[src/rtl/paicore_pkg.sv]
// Shared types and defaults for the PAICORE receive-path session controller.
package paicore_pkg;

  localparam int CNT_W_DEF  = 32;
  localparam int IDLE_W_DEF = 32;

  typedef enum logic [2:0] {
    ST_IDLE  = 3'd0,
    ST_RECV  = 3'd1,
    ST_FLUSH = 3'd2,
    ST_DRAIN = 3'd3,
    ST_DONE  = 3'd4
  } state_t;

endpackage

[src/rtl/paicore_idle_timer.sv]
// Clearable, saturating idle counter; expired flags the cycle whose increment
// would reach max(limit,1), so the caller can act on that same edge.
module paicore_idle_timer #(
  parameter int IDLE_W = 32
) (
  input  logic              clk,
  input  logic              rst,
  input  logic              en,
  input  logic              kick,
  input  logic              clr,
  input  logic [IDLE_W-1:0] limit,
  output logic              expired
);

  localparam logic [IDLE_W-1:0] ONE = IDLE_W'(1);

  logic [IDLE_W-1:0] cnt;
  logic [IDLE_W-1:0] lim_eff;
  logic [IDLE_W-1:0] lim_m1;

  assign lim_eff = (limit == '0) ? ONE : limit;
  assign lim_m1  = lim_eff - ONE;
  assign expired = en && !kick && (cnt >= lim_m1);

  always_ff @(posedge clk or posedge rst) begin
    if (rst) begin
      cnt <= '0;
    end else if (clr || kick) begin
      cnt <= '0;
    end else if (en && (cnt != '1)) begin
      cnt <= cnt + ONE;
    end
  end

endmodule

[src/rtl/paicore_recv_ctrl.sv]
// Receive-session controller: opens the window on start, closes it once the chip
// goes quiet, waits for transport flush and padding drain, then pulses o_done.
module paicore_recv_ctrl
  import paicore_pkg::*;
#(
  parameter int CNT_W  = CNT_W_DEF,
  parameter int IDLE_W = IDLE_W_DEF
) (
  input  logic              clk,
  input  logic              rst,
  input  logic              i_start,
  input  logic              i_abort,
  input  logic [CNT_W-1:0]  i_frame_num_max,
  input  logic [IDLE_W-1:0] i_timeout,
  input  logic              i_chip_busy,
  input  logic              i_snn_out_hsked,
  input  logic              i_read_hsked,
  input  logic              i_rx_done,
  output logic              o_rx_rcving,
  output logic              o_recv_busy,
  output logic              o_recv_done,
  output logic              o_done,
  output logic              o_err,
  output logic [CNT_W-1:0]  o_rx_cnt,
  output logic [CNT_W-1:0]  o_wr_cnt
);

  localparam logic [CNT_W-1:0] CNT_ONE = CNT_W'(1);

  state_t           state, state_nx;
  logic             active;
  logic             snn_cnt, rd_cnt, wr_ovf;
  logic [CNT_W-1:0] wr_nx;
  logic             tmr_en, tmr_kick, tmr_clr, tmr_exp;
  logic             wd_err;

  assign active  = (state != ST_IDLE);
  assign snn_cnt = active && i_snn_out_hsked;
  assign rd_cnt  = active && i_read_hsked;
  assign wr_nx   = (rd_cnt && (o_wr_cnt != '1)) ? o_wr_cnt + CNT_ONE : o_wr_cnt;
  assign wr_ovf  = rd_cnt && (o_wr_cnt >= i_frame_num_max);

  // One timer serves as the RECV quiet detector and the FLUSH/DRAIN watchdog
  assign tmr_en   = (state == ST_RECV) || (state == ST_FLUSH) || (state == ST_DRAIN);
  assign tmr_kick = (state == ST_RECV) ? (i_chip_busy || i_snn_out_hsked) : i_read_hsked;
  assign tmr_clr  = !tmr_en || ((state == ST_RECV) && tmr_exp);

  paicore_idle_timer #(.IDLE_W(IDLE_W)) u_idle_timer (
    .clk     (clk),
    .rst     (rst),
    .en      (tmr_en),
    .kick    (tmr_kick),
    .clr     (tmr_clr),
    .limit   (i_timeout),
    .expired (tmr_exp)
  );

  always_ff @(posedge clk or posedge rst) begin
    if (rst) state <= ST_IDLE;
    else     state <= state_nx;
  end

  always_comb begin
    state_nx = state;
    wd_err   = 1'b0;
    case (state)
      ST_IDLE:  if (i_start) state_nx = ST_RECV;
      ST_RECV:  if (tmr_exp) state_nx = ST_FLUSH;
      ST_FLUSH: begin
        if (i_rx_done) begin
          state_nx = ST_DRAIN;
        end else if (tmr_exp) begin
          state_nx = ST_DONE;
          wd_err   = 1'b1;
        end
      end
      ST_DRAIN: begin
        if (wr_nx == i_frame_num_max) begin
          state_nx = ST_DONE;
        end else if (tmr_exp) begin
          state_nx = ST_DONE;
          wd_err   = 1'b1;
        end
      end
      ST_DONE:  state_nx = ST_IDLE;
      default:  state_nx = ST_IDLE;
    endcase
    // Abort overrides every other transition out of an active state
    if (i_abort && active) begin
      state_nx = ST_IDLE;
      wd_err   = 1'b0;
    end
  end

  always_ff @(posedge clk or posedge rst) begin
    if (rst) begin
      o_rx_rcving <= 1'b0;
      o_recv_busy <= 1'b0;
      o_recv_done <= 1'b0;
      o_done      <= 1'b0;
    end else begin
      o_rx_rcving <= (state_nx == ST_RECV) || (state_nx == ST_FLUSH);
      o_recv_busy <= (state_nx == ST_RECV) || (state_nx == ST_FLUSH) || (state_nx == ST_DRAIN);
      o_recv_done <= (state_nx == ST_FLUSH);
      o_done      <= (state_nx == ST_DONE);
    end
  end

  always_ff @(posedge clk or posedge rst) begin
    if (rst) begin
      o_rx_cnt <= '0;
      o_wr_cnt <= '0;
      o_err    <= 1'b0;
    end else if ((state == ST_IDLE) && i_start) begin
      o_rx_cnt <= '0;
      o_wr_cnt <= '0;
      o_err    <= 1'b0;
    end else begin
      if (snn_cnt && (o_rx_cnt != '1)) o_rx_cnt <= o_rx_cnt + CNT_ONE;
      o_wr_cnt <= wr_nx;
      if (wr_ovf || wd_err) o_err <= 1'b1;
    end
  end

endmodule

[config.mk]
export PLATFORM = sky130hd
export DESIGN_NAME = paicore_recv_ctrl
export DESIGN_NICKNAME = d
export VERILOG_FILES = /design/src/rtl/paicore_pkg.sv /design/src/rtl/paicore_idle_timer.sv /design/src/rtl/paicore_recv_ctrl.sv
export SDC_FILE = /design/constraint.sdc
export NUM_CORES = 1
export LEC_CHECK = 0
export CORE_MARGIN = 4
export CORE_UTILIZATION = 50
export CTS_BUF_LIST = sky130_fd_sc_hd__clkbuf_4
export CTS_CLUSTER_SIZE = 10
export DETAILED_ROUTE_END_ITERATION = 10
export GPL_TIMING_DRIVEN = 0
export HOLD_SLACK_MARGIN = 0.12
export PLACE_DENSITY_LB_ADDON = 0.25
export SLEW_MARGIN = 10
export SYNTH_ARGS = -nofsm -noshare
export SYNTH_HDL_FRONTEND = slang
export SYNTH_SLANG_ARGS = --single-unit
export TNS_END_PERCENT = 100
[constraint.sdc]
create_clock -name clk -period 6.7 [get_ports clk]
set_input_delay 1.675 -clock clk [delete_from_list [all_inputs] [get_ports clk]]
set_output_delay 1.675 -clock clk [all_outputs]
set_load 0.01 [all_outputs]
==> impl_summary.md, run 1 <==
Floorplan
The number of primary I/O pins is 141. The core region is 16500 um2. From left edge to right edge, the die measures 138 um.

The initial cell density of the core is 0.510. In this run the vertical extent of the chip is 138 um. The die area is 19000 um2.

The row count is 47.

Place
Counting tap cells, the placed design contains a total of 1366 instances. The worst setup timing slack at the placement stage is -0.904 ns. Routability-driven placement finished with a final weighted congestion of 1.04. The port buffer count is 140.

The wire-length estimate of the detail-placed layout is 19700 um.

Worst setup path
The setup path with the least slack is of type in -> reg. Data on the critical path arrives at its endpoint at 6.82 ns. The number of buffers and inverters on the critical path is 2. Of all nets on the critical path, the largest fanout is 6. Among cell families on the critical path, the largest total delay comes from simple AND/OR/NAND/NOR gates.

On the critical path, the stage with the largest delay is an instance of sky130_fd_sc_hd__or4_4. The signal on the critical path passes through clkdlybuf4s50_1 > or4_4 > or3_4 > nor3_4 > a31o_4 > inv_1 > ha_1 > nand2_1 > or2_2 > nand2b_2 > or3_4 > nor4_2 > xnor2_1 > ha_1 > and3_1 > a221oi_1 > o21ai_0 > a221o_1 > a31oi_2 > o21a_2 > nor3b_1 > a211oi_2 > o32ai_1. In this design, the stage delay of the slowest critical-path cell is 0.52 ns.

STA classifies the critical path endpoint as a flip-flop. The critical path data required time is 7.08 ns. The startpoint class of the critical path is an input port.

Power and ir drop
The share of total power dissipated in the clock network is 0.257. The leakage dissipation is 4.36 nW. The largest voltage drop on the vdd net is 0.118 mV. Of the total power, the share spent switching nets is 0.336. The total power density per cell area is 125 nW/um2. The internal power contribution is 863 uW.

The combinational share of power is 0.234. The sequential power share is 0.509. The net load switching power is 437 uW.

Route
The routed via count is 8150. For this run, design rule violations remaining after detail routing come to 0. The detailed-router iteration count before antenna repair is 8.

In this run, the number of DRC markers left after iteration 0 of detailed routing was 520. The final wirelength is 25400 um. The mean routed wirelength per cell is 18.3 um. The number of nets still failing antenna checks after routing is 0. After detailed routing, the number of vias per cell comes to 5.88.

Timing
The headroom to the max-slew limit is 0.346. Setup repair after global routing left no endpoint under its margin. Clock skew on the completed layout was measured at 0.0213 ns. The smallest hold slack is 0.577 ns. The worst path setup slack after routing is 0.260 ns. The fraction of the cycle the final worst path needs is 0.961. The final-report hold violation count came to 0.

At the pin with the least slew margin, the transition time is 0.973 ns. Setup violations remaining at the end of the flow were counted as 0. The count of pins over their slew limit is 0. Counting I/O delays and the setup requirement, the final critical path takes 6.44 ns. For this run, the top clock speed supported by timing is 155 MHz. For the final routed database, the setup TNS stands at 0 ns.

Yosys
The prevailing post-synth register cell is sky130_fd_sc_hd__dfrtp_1. In this run, synthesis inferred 0 flip-flops with an integrated enable. Of the synthesized area, sequential elements account for 0.309. The gate count after technology mapping is 1005. After synthesis, the share of flip-flops with an asynchronous set or reset is 1.00. Yosys printed 0 warnings. The netlist area before placement is 8430 um2.

The unique cell type count in the Yosys netlist is 66. The synthesized area per cell is 8.39 um2. Counting flops and latches in the post-synthesis netlist gives 104. Synthesis produced a netlist with a net count of 1145.

Status
The flow ran to the end, and the final reports show no timing, DRC or antenna violations.

Clock network
The number of sinks driven by the clock tree is 104. The clock input transition at the sequential cells of the worst setup and hold paths is 0.18 ns. The total of hold buffers inserted after clock tree synthesis is 0. Counting along the longest clock path gives a buffer depth of 2.

The later-pin clock latency in the skew report is 0.49 ns. The number of H-tree branching levels is 3. TritonCTS built the clock tree. The tree is rooted in a sky130_fd_sc_hd__clkbuf_4. The CTS buffer count is 9.

Layout
The number of nets in the finished design is 1299. The fraction of the core area covered by cells at the end of the flow is 0.629. Leaving out fill and tap cells, the most frequent cell in the layout is sky130_fd_sc_hd__clkdlybuf4s50_1. In the layout the commonest cells are sky130_fd_sc_hd__clkdlybuf4s50_1 (139), sky130_fd_sc_hd__nor2_1 (131), sky130_fd_sc_hd__dfrtp_1 (104). After the flow finishes, the layout carries non-filler instances totaling 1385. The area overhead of the layout relative to synthesis is 23.2%.

In the final layout, the share of cells above drive strength 1 is 0.0593.

Min path
The path class of the tightest hold or removal check is reg -> reg.

Global route
After global routing the overflow that remains totals 0. The number of antenna violations at the first check in global routing is 1. Entering global routing, the biggest net connects 81 pins.

The overall track demand over capacity in global routing is 0.269. The number of global-route vias before repair was 7779. The first global-routing pass estimated 40100 um of wire.

Job
Across the run, the number of max-cap violations was 0.
-- path summary, 6_finish.rpt --
path	startpoint	to	slack, ns	cells after the start
setup / recovery	i_timeout[16]	o_recv_busy	0.26	23
hold / removal	o_rx_cnt[0]	o_rx_cnt[0]	0.58	1
setup reg to reg	state[0]	o_recv_busy	2.31	11
hold reg to reg	o_rx_cnt[0]	o_rx_cnt[0]	0.58	1
max in group asynchronous	rst	o_wr_cnt[6]	4.53	3
min in group asynchronous	rst	u_idle_timer.cnt[5]	1.47	2
-- metal layers --
layer / track usage / up-vias / share of wire
li1: - / 3914 / -
met1: 0.348 / 3906 / 0.43
met2: 0.455 / 273 / 0.48
met3: 0.0345 / 57 / 0.049
met4: 0.113 / 0 / 0.038
met5: 0 / - / 0
-- timing repair --
action,4_1_cts,5_1_grt
setup endpoints to repair,37,39
buffers inserted,0,2
cloned,0,0
resized for setup,8,15
pin swaps,0,4
-- final cells by class --
class	count	area, um2
plain buffers	38	175
clock inverters	7	60.1
repair buffers	143	1450
clock buffers	9	67.6
multi-input cells	815	5570
inverters	48	185
flip-flops and latches	104	2600
diodes	1	2.50
fillers	1455	6140
well taps	220	275
-- synth_stat cells, types with 4 or more instances --
cell type	count	area, um2
sky130_fd_sc_hd__nand2b_1	12	75.1
sky130_fd_sc_hd__nor2_1	131	492
sky130_fd_sc_hd__o21a_1	4	30.0
sky130_fd_sc_hd__nand3_1	38	190
sky130_fd_sc_hd__a2111oi_0	4	35.0
sky130_fd_sc_hd__xor2_1	53	464
sky130_fd_sc_hd__a21o_1	17	128
sky130_fd_sc_hd__a21oi_1	33	165
sky130_fd_sc_hd__nor4_1	22	138
sky130_fd_sc_hd__or3_1	22	138
sky130_fd_sc_hd__nor2b_1	8	50.1
sky130_fd_sc_hd__nor3_1	33	165
sky130_fd_sc_hd__nand4_1	39	244
sky130_fd_sc_hd__nor4_2	4	50.1
sky130_fd_sc_hd__or4_1	10	75.1
sky130_fd_sc_hd__o31ai_1	5	37.5
sky130_fd_sc_hd__and2_1	9	56.3
sky130_fd_sc_hd__a31oi_1	13	81.3
sky130_fd_sc_hd__dfrtp_1	104	2600
sky130_fd_sc_hd__mux2i_1	7	70.1
sky130_fd_sc_hd__o2111ai_1	4	35.0
sky130_fd_sc_hd__o32ai_1	4	35.0
sky130_fd_sc_hd__nand2_1	79	297
sky130_fd_sc_hd__xnor2_1	72	631
sky130_fd_sc_hd__buf_2	9	45.0
sky130_fd_sc_hd__inv_1	48	180
sky130_fd_sc_hd__ha_1	68	851
sky130_fd_sc_hd__a311oi_1	4	35.0
sky130_fd_sc_hd__and3_1	25	156
sky130_fd_sc_hd__or2_2	5	31.3
sky130_fd_sc_hd__and4_1	10	87.6
sky130_fd_sc_hd__clkbuf_1	24	90.1
sky130_fd_sc_hd__o21ai_0	32	160
-- registers in the layout, summed over array words and instances, names as in the netlist --
name              flops
o_recv_busy           1
o_wr_cnt             32
o_rx_rcving           1
o_rx_cnt             32
u_idle_timer.cnt     32
state                 3
o_done                1
o_recv_done           1
o_err                 1
-- cells by family after synthesis --
kind of cell,after synthesis,share of synthesized area
AO/OA/AOI/OAI,154,0.123
XOR/XNOR,127,0.135
adder cells (fa/ha/maj),68,0.101
buffers and inverters,86,0.0417
flip-flops,104,0.309
multiplexers,7,0.00831
AND/OR/NAND/NOR,459,0.282
-- power by group through the flow --
stage	Sequential (mW)	Clock [mW]	Combinational [mW]
finish	0.662	0.334	0.305
global route	0.665	0.372	0.337
CTS	0.662	0.344	0.301
detailed placement	0.673	0	0.298
global placement	0.673	0	0.292
floorplan	0.677	0	0.152
-- worst reg2reg max path, stage by stage, from the launching register on --
cell	delay [ns]
sky130_fd_sc_hd__dfrtp_1	0.36
sky130_fd_sc_hd__clkbuf_1	0.36
sky130_fd_sc_hd__o31ai_1	0.30
sky130_fd_sc_hd__nor2_1	0.34
sky130_fd_sc_hd__nand3_2	0.28
sky130_fd_sc_hd__nor3_1	0.61
sky130_fd_sc_hd__nand4_1	0.31
sky130_fd_sc_hd__a311o_1	0.45
sky130_fd_sc_hd__nor4_1	0.52
sky130_fd_sc_hd__a41oi_1	0.23
sky130_fd_sc_hd__a211oi_2	0.37
sky130_fd_sc_hd__o32ai_1	0.15
-- per-stage QoR --
step           power [mW]  area [um2]
2_1_floorplan       0.828        8430
5_1_grt              1.37       10400
6_report             1.30       10400
4_1_cts              1.31       10300
3_5_place_dp        0.971       10100
3_3_place_gp        0.965       10100
Power figures use the tool's default switching activity.
==> inputs of run 2 (changes only) <==
--- a/config.mk
+++ b/config.mk
@@ -5,6 +5,7 @@
 export SDC_FILE = /design/constraint.sdc
 export NUM_CORES = 1
 export LEC_CHECK = 0
+export CORE_ASPECT_RATIO = 0.6
 export CORE_MARGIN = 4
 export CORE_UTILIZATION = 50
 export CTS_BUF_LIST = sky130_fd_sc_hd__clkbuf_4
==> impl_summary.md, run 2 (same netlist as run 1, synthesis figures left out) <==
Status
The flow ran to the end, and the final reports show no timing, DRC or antenna violations.

Power and ir drop
The internal power contribution is 877 uW. The proportion of power drawn by the clock network is 0.272. The leakage dissipation is 4.39 nW. For this design the total switching power over the nets is 466 uW. The total power consumption of the routed design is 1.34 mW. The combinational share of power is 0.231. The total power density per cell area is 129 nW/um2. The fraction of power spent switching nets is 0.347.

The sequential power share is 0.497. Across the VDD grid, the largest voltage drop is 0.121 mV.

Worst setup path
Along the worst path, the maximum fanout reaches 6. The critical path's slowest cell is sky130_fd_sc_hd__or4_4. For the worst flop-to-flop path, the logic depth is 11. The critical path data required time is 7.06 ns. Walking the worst path, the cells encountered are clkdlybuf4s50_1 > or4_4 > or3_4 > nor3_4 > a31o_4 > inv_1 > ha_1 > nand2_1 > or2_2 > nand2b_4 > or3_4 > nor3_1 > xnor2_1 > ha_1 > and3_1 > a221oi_1 > o21ai_0 > a221o_1 > a31oi_1 > o21a_2 > nor3b_1 > a211oi_2 > o32ai_1. On the worst path, the slowest cell contributes a delay of 0.55 ns.

In this run the critical register-to-register path is launched from o_wr_cnt[23]. Broken down by cell family, the worst path's largest delay share belongs to simple AND/OR/NAND/NOR gates. The type of the worst setup path is in -> reg. The category of the worst setup path capture point is a flip-flop. The reg-to-reg setup timing slack is 2.15 ns.

The worst setup path is launched from an input port. The arrival time of data at the critical path endpoint is 6.88 ns. The endpoint identified for the worst register-to-register timing path is o_recv_busy. The critical path buffer and inverter count is 2.

Route
Using the TritonRoute via totals, the vias-per-cell ratio works out to 5.94. The routed layout has 8272 vias. For this run, design rule violations remaining after detail routing come to 0. The detailed router finished its first iteration with 843 violations. The mean routed wirelength per cell is 19.8 um. The final wirelength is 27500 um. The number of nets still failing antenna checks after routing is 0. The detailed-router iteration count before antenna repair is 6.

Floorplan
The die covers 19100 um2. The width of the die is 176 um. The number of primary I/O pins is 141. From bottom edge to top edge, the die measures 109 um.

The region available for standard cell placement spans 16400 um2. The row count is 36. The initial cell density of the core is 0.514.

Global route
Across every metal layer, demand over resource in global routing totals 0.290. The first global-routing pass estimated 43400 um of wire. Entering global routing, the biggest net connects 84 pins.

The number of global-route vias before repair is 7701. The total overflow left after global routing is 0. The number of antenna violations at the first check in global routing came to 0.

Layout
The ratio of cells with drive above 1 in the final layout is 0.0592. The library cells used most frequently in the layout, excluding fill and tap cells, are sky130_fd_sc_hd__clkdlybuf4s50_1 (139), sky130_fd_sc_hd__nor2_1 (131), sky130_fd_sc_hd__dfrtp_1 (104). In the final layout, the registers with the most flip-flops are o_rx_cnt: 32 flops, o_wr_cnt: 32 flops, u_idle_timer.cnt: 32 flops. After filler insertion, the fill cell instance count of the layout stands at 1474. At the end of the flow, the number of nets in the layout was 1300.

The area overhead of the layout relative to synthesis is 23.6%. The number of antenna diodes in the final layout is 0. The final design area excluding fillers is 10400 um2.

The library cell used most frequently in the layout, excluding fill and tap cells, is sky130_fd_sc_hd__clkdlybuf4s50_1.

Timing
Setup repair after global routing left no endpoint under its margin. The fraction of the cycle the final worst path needs is 0.973. The minimum clock period is 6.52 ns.

The count of pins over their slew limit is 0. The headroom to the max-slew limit is 0.0847. The final-report hold violation count is 0.

The slew at the pin closest to its max-slew limit is 1.36 ns. The setup violation total in the final timing report is 0. The clock arrives with 0.0310 ns of skew.

The smallest hold slack is 0.591 ns. The fmax is 153 MHz.

Min path
The hold-critical path endpoint is o_err. The min-delay analysis places its worst path in the category reg -> reg. Along the worst hold path, the cell count comes to 2.

In this run the most critical hold path is launched from o_err.

Clock network
The number of buffers on the longest clock path is 2. After clock tree synthesis, the clock-pin slew on the worst setup and hold paths is 0.18 ns. The clock drives 104 sinks.

The number of H-tree branching levels is 3. Buffers inserted during clock tree synthesis total 9. Clock latency on the worst-skew pair, taken at its later pin, is 0.49 ns. TritonCTS built the clock tree.

In this run the clock root is driven by a sky130_fd_sc_hd__clkbuf_4.

Place
The final weighted congestion of routability-driven global placement is 0.994. The port buffer count is 140. The post-place instance area is 10100 um2.

Detailed placement finished with a half-perimeter wire length of 22000 um.

Job
The max-capacitance violation count is 0.
run 2: power groups by stage:
stage / combinational, mW / clock [mW] / sequential [mW]
2_1_floorplan: 0.152 / 0 / 0.677
3_3_place_gp: 0.295 / 0 / 0.677
3_5_place_dp: 0.300 / 0 / 0.678
4_1_cts: 0.304 / 0.373 / 0.667
5_1_grt: 0.339 / 0.398 / 0.670
6_report: 0.310 / 0.365 / 0.668
run 2: worst register-to-register path: cells and delay by family, from the launching register on:
| family | cells | cell delay (ns) |
|---|---|---|
| AOI/OAI and AO/OA | 4 | 0.94 |
| buffers and inverters | 2 | 0.79 |
| DFF | 1 | 0.42 |
| and+or+nand+nor | 5 | 2.30 |
run 2: layer usage:
metal,wire [um],up-vias,global-route usage
li1,-,3930,-
met1,14400,3975,0.479
met2,9830,353,0.361
met3,3160,14,0.102
met4,151,0,0.0256
met5,0,-,0
run 2: worst max-delay path by stage:
stage | depth (start not counted) | start | slack, ns | end
floorplan | 22 | i_timeout[15] | 0.48 | o_rx_rcving
global placement | 23 | i_timeout[15] | -1.01 | o_rx_rcving
detailed placement | 23 | i_timeout[15] | -1.10 | o_rx_rcving
CTS | 23 | i_timeout[15] | 0.02 | o_rx_rcving
global route | 23 | i_timeout[17] | 0.0003 | o_recv_busy
finish | 23 | i_timeout[17] | 0.18 | o_recv_busy
run 2: final cells by class:
type                    count  area (um2)  share of cell area
plain buffers              38         175              0.0168
clock inverters             7        96.3             0.00925
multi-input cells         815        5550               0.533
clock buffers               9        67.6             0.00648
repair buffers            144        1450               0.140
well taps                 228         285              0.0274
inverters                  48         185              0.0178
flip-flops and latches    104        2600               0.250
run 2: timing repair:
action / CTS / global route
endpoints found under the setup margin: 40 / 37
gates resized for setup: 8 / 15
pin swaps: 0 / 5
buffers inserted: 0 / 3
hold buffers: 0 / 0
run 2: stage by stage:
stage,instances,setup TNS [ns],utilization,setup slack [ns]
after detailed placement,1374,-36.49,0.619,-1.10
after floorplan,1005,0,-,0.477
after global placement,1373,-33.21,0.617,-1.01
final,1393,0,0.636,0.184
after global routing,1393,0,0.636,0.000273
after CTS,1390,0,0.631,0.0196
